$ cat config.mk
export PLATFORM = sky130hd
export DESIGN_NAME = sseg_scan_mux
export DESIGN_NICKNAME = d
export VERILOG_FILES = /design/src/rtl/sseg_scan_mux.sv
export SDC_FILE = /design/constraint.sdc
export NUM_CORES = 1
export LEC_CHECK = 0
export BUFFER_PORTS_ARGS = -buffer_cell sky130_fd_sc_hd__buf_2
export CORE_AREA = 2 2 113 115
export DETAILED_ROUTE_END_ITERATION = 10
export DIE_AREA = 0 0 115 117
export MAX_ROUTING_LAYER = met4
export PLACE_DENSITY = 0.44
export SYNTH_ARGS = -nofsm -noshare
export SYNTH_HDL_FRONTEND = slang
export SYNTH_SLANG_ARGS = --single-unit
$ cat constraint.sdc
create_clock -name clk -period 1.83 [get_ports clk]
set_input_delay 0.183 -clock clk [delete_from_list [all_inputs] [get_ports clk]]
set_output_delay 0.183 -clock clk [all_outputs]
set_load 0.03 [all_outputs]
$ cat src/rtl/sseg_scan_mux.sv
// Four-digit seven-segment scan driver with frame-synchronous
// pattern capture, PWM dimming, per-digit blanking and a frame tick.
module sseg_scan_mux #(
  parameter int N     = 18,
  parameter int DIM_W = 4
) (
  input  logic             clk,
  input  logic             reset_n,
  input  logic [7:0]       in0,
  input  logic [7:0]       in1,
  input  logic [7:0]       in2,
  input  logic [7:0]       in3,
  input  logic [DIM_W-1:0] bright,
  input  logic [3:0]       blank_mask,
  output logic [3:0]       an,
  output logic [7:0]       sseg,
  output logic [1:0]       digit_sel,
  output logic             frame_tick
);

  logic [N-1:0]       q_q, q_d;
  logic [3:0][7:0]    sh_q, sh_d;
  logic [3:0]         an_q, an_d;
  logic [7:0]         sseg_q, sseg_d;
  logic [1:0]         digit_sel_q, digit_sel_d;
  logic               frame_tick_q, frame_tick_d;

  logic [1:0]         d;
  logic [DIM_W-1:0]   p;
  logic               lit;

  assign d   = q_q[N-1 -: 2];
  assign p   = q_q[N-3 -: DIM_W];
  assign lit = (p <= bright) && !blank_mask[d];

  // Next counter, shadow capture on the last frame cycle, next outputs.
  // an and sseg come from the same q so they can never disagree on digit.
  always_comb begin
    q_d          = q_q + N'(1);
    sh_d         = sh_q;
    an_d         = 4'b1111;
    sseg_d       = 8'hFF;
    digit_sel_d  = d;
    frame_tick_d = (q_q == '0);
    if (&q_q) begin
      sh_d = {in3, in2, in1, in0};
    end
    if (lit) begin
      an_d   = ~(4'b0001 << d);
      sseg_d = sh_q[d];
    end
  end

  // State and output registers; reset blanks the display immediately.
  always_ff @(posedge clk or negedge reset_n) begin
    if (!reset_n) begin
      q_q          <= '0;
      sh_q         <= {4{8'hFF}};
      an_q         <= 4'b1111;
      sseg_q       <= 8'hFF;
      digit_sel_q  <= 2'd0;
      frame_tick_q <= 1'b0;
    end else begin
      q_q          <= q_d;
      sh_q         <= sh_d;
      an_q         <= an_d;
      sseg_q       <= sseg_d;
      digit_sel_q  <= digit_sel_d;
      frame_tick_q <= frame_tick_d;
    end
  end

  assign an         = an_q;
  assign sseg       = sseg_q;
  assign digit_sel  = digit_sel_q;
  assign frame_tick = frame_tick_q;

endmodule

==> run metrics <==
Mapped Nets=254; Hold Vio Cnt, Final=0; most frequent cells in the layout=56 x buf_2, 44 x dfstp_2, 30 x mux2_4, 21 x dfrtp_1; placed insts=415; Layout Cells excl Fill=432; area of the multi-input gates=1200 um^2; post-layout minimum cycle time=1.67 ns; CTS tree=yes; fin crit share=0.915; Vias/cell=4.29; crit path capture type=register; largest net degree at the start of global routing=66; Layout area overhead=28.9%; Longest Clk Path Bufs=2; CP required=2.08 ns; register bit total from synthesis=65; hpwl dp=4400 um; CTS resizes=0; global placer's final weighted congestion=0.692; Yosys top cell area share=0.385; clk sink count=65; Setup CP Type=register to register; Clk Latency, worst-skew pair=0.33 ns; crit path DAT=1.93 ns; fin util=0.314; synthesized area per cell=14.6 um^2; CP max FO=20; fraction of layout cells with a size suffix above 1=0.599; Core ar.=12300 um^2; Initial Utilization=0.244; filler cell count=1230; diodes inserted=0; Die ar.=13500 um^2; TNS Setup=0 ns; global-route usage over all layers=0.108; Nets=325; RSZ-0062 raised after global routing=false; register area share after synthesis=0.560; # Post-CTS Setup Buffers=0; outcome=completed; Root Buffer=clkbuf_16; yosys warns=0; Die W=115 um; DRT iter0 DRCs=58; setup violators final=0; Mapped Cells=206; row count=41; fin area=3870 um^2; Fmax achieved=0.597 GHz; register area=1680 um^2; first-pass GRT wire length=10400 um; via count of the first global-routing pass=1990; worst min path class=primary input to register; Buffers on Ports=56; Max Slew Vio Count=0; Worst-Margin Slew=0.371 ns; gr ovfl total=0; Synth cell types=33; max_cap viols=0; cell area power density=912 nW/um^2; Remaining DRCs=0; htree depth=3; Max VDD drop=0.322 mV; synth top area cells=dfstp_2 38%, dfrtp_1 18%, mux2_4 15%; initial antenna violation count=0; Final ANT Viol Nets=0; Post-DP Area=3550 um^2; Leak=0.00181 uW; commonest non-fill, non-tap cell in the layout=buf_2; Synth area leader=dfstp_2; overall routed net length=6280 um; final worst slack=0.156 ns; routed len/inst=14.5 um; Die Y=117 um; DRT Pass-1 Iters=4; I/O pin cnt=57; Worst-path clk slew=0.05 ns; Netlist Area Pre-Place=3000 um^2; Worst setup SP type=register; Max-Slew Margin vs Limit=0.750; final clock skew=0.00676 ns; via count=1854; TritonCTS buffer count=9; post-place setup slack=0.154 ns
[Yosys cell counts]
library cell / n
nor2_2: 1
nand2_1: 6
and2_1: 2
clkbuf_1: 2
xnor2_1: 10
mux4_2: 8
nand3_1: 15
nand4_1: 7
a21oi_1: 1
buf_6: 3
nor4_1: 3
nand4_4: 1
ha_1: 6
nor3_1: 1
and3_1: 1
buf_1: 1
inv_1: 15
o21ai_2: 1
nor4b_1: 1
mux2_2: 3
nor2_1: 6
nor2b_1: 1
xor2_1: 6
o21ai_0: 1
a32o_1: 1
buf_2: 3
nand4b_1: 1
dfrtp_1: 21
and4_1: 2
dfstp_2: 44
mux2_4: 30
nand4bb_1: 1
mux2i_1: 1
[per-layer routing]
metal | GRT usage | up-vias | part of all wire
li1 | - | 866 | -
met1 | 0.133 | 936 | 0.48
met2 | 0.164 | 45 | 0.46
met3 | 0.0319 | 7 | 0.041
met4 | 0.0482 | 0 | 0.020
met5 | - | - | 0
[final cells by class]
cell class | count | area share
well taps | 150 | 0.0485
flip-flops and latches | 65 | 0.434
inverters | 15 | 0.0145
multi-input cells | 117 | 0.311
clock inverters | 2 | 0.00905
clock buffers | 14 | 0.0711
repair buffers | 69 | 0.111
[worst max-delay path, cell delays in order, from the launching register on]
cell and delay, ns:
dfrtp_1 0.41, ha_1 0.25, and4_1 0.25, nand4_4 0.13, buf_12 0.20, mux2_2 0.35
[metrics by stage]
stage / power [uW] / hold WS, ns
finish: 3530 / 0.0812
global route: 3680 / 0.0705
CTS: 3590 / 0.0669
detailed placement: 1790 / 0.237
global placement: 1780 / 0.234
floorplan: 1670 / -0.113
[what timing repair did]
item | 4_1_cts | 5_1_grt
hold buffers | 1 | 0
hold endpoints to repair | 21 | 0
setup endpoints to repair | 0 | 0
[logic make-up after synthesis]
kind of cell / after synthesis / synth area share
compound gates: 4 / 0.00958
xor+xnor: 16 / 0.0467
fa+ha+maj: 6 / 0.0250
buf+inv: 24 / 0.0387
flops: 65 / 0.560
mux: 42 / 0.225
simple gates: 49 / 0.0954
[flip-flops by register name, summed over array words and instances (netlist names)]
register,flops
an,4
digit_sel,2
frame_tick,1
q_q,18
sh_q,32
sseg,8
[power by group]
part,internal [uW],switching (uW),leakage [uW]
logic,114,102,0.000911
clock network,1170,595,0.000152
registers,1520,22.4,0.000742
total,2810,719,0.00181
[final timing paths]
path	to	slack, ns	cells past startpoint	from
max	sh_q[31]$_DFFE_PN1P_	0.16	5	q_q[0]$_DFF_PN0_
min	sh_q[29]$_DFFE_PN1P_	0.08	2	in3[5]
max reg2reg	sh_q[31]$_DFFE_PN1P_	0.16	5	q_q[0]$_DFF_PN0_
min reg2reg	q_q[8]$_DFF_PN0_	0.49	1	q_q[8]$_DFF_PN0_
max in group asynchronous	sh_q[7]$_DFFE_PN1P_	1.10	3	reset_n
min in group asynchronous	frame_tick$_DFF_PN0_	0.40	3	reset_n
Note: power is estimated with default switching activity, not from simulation.
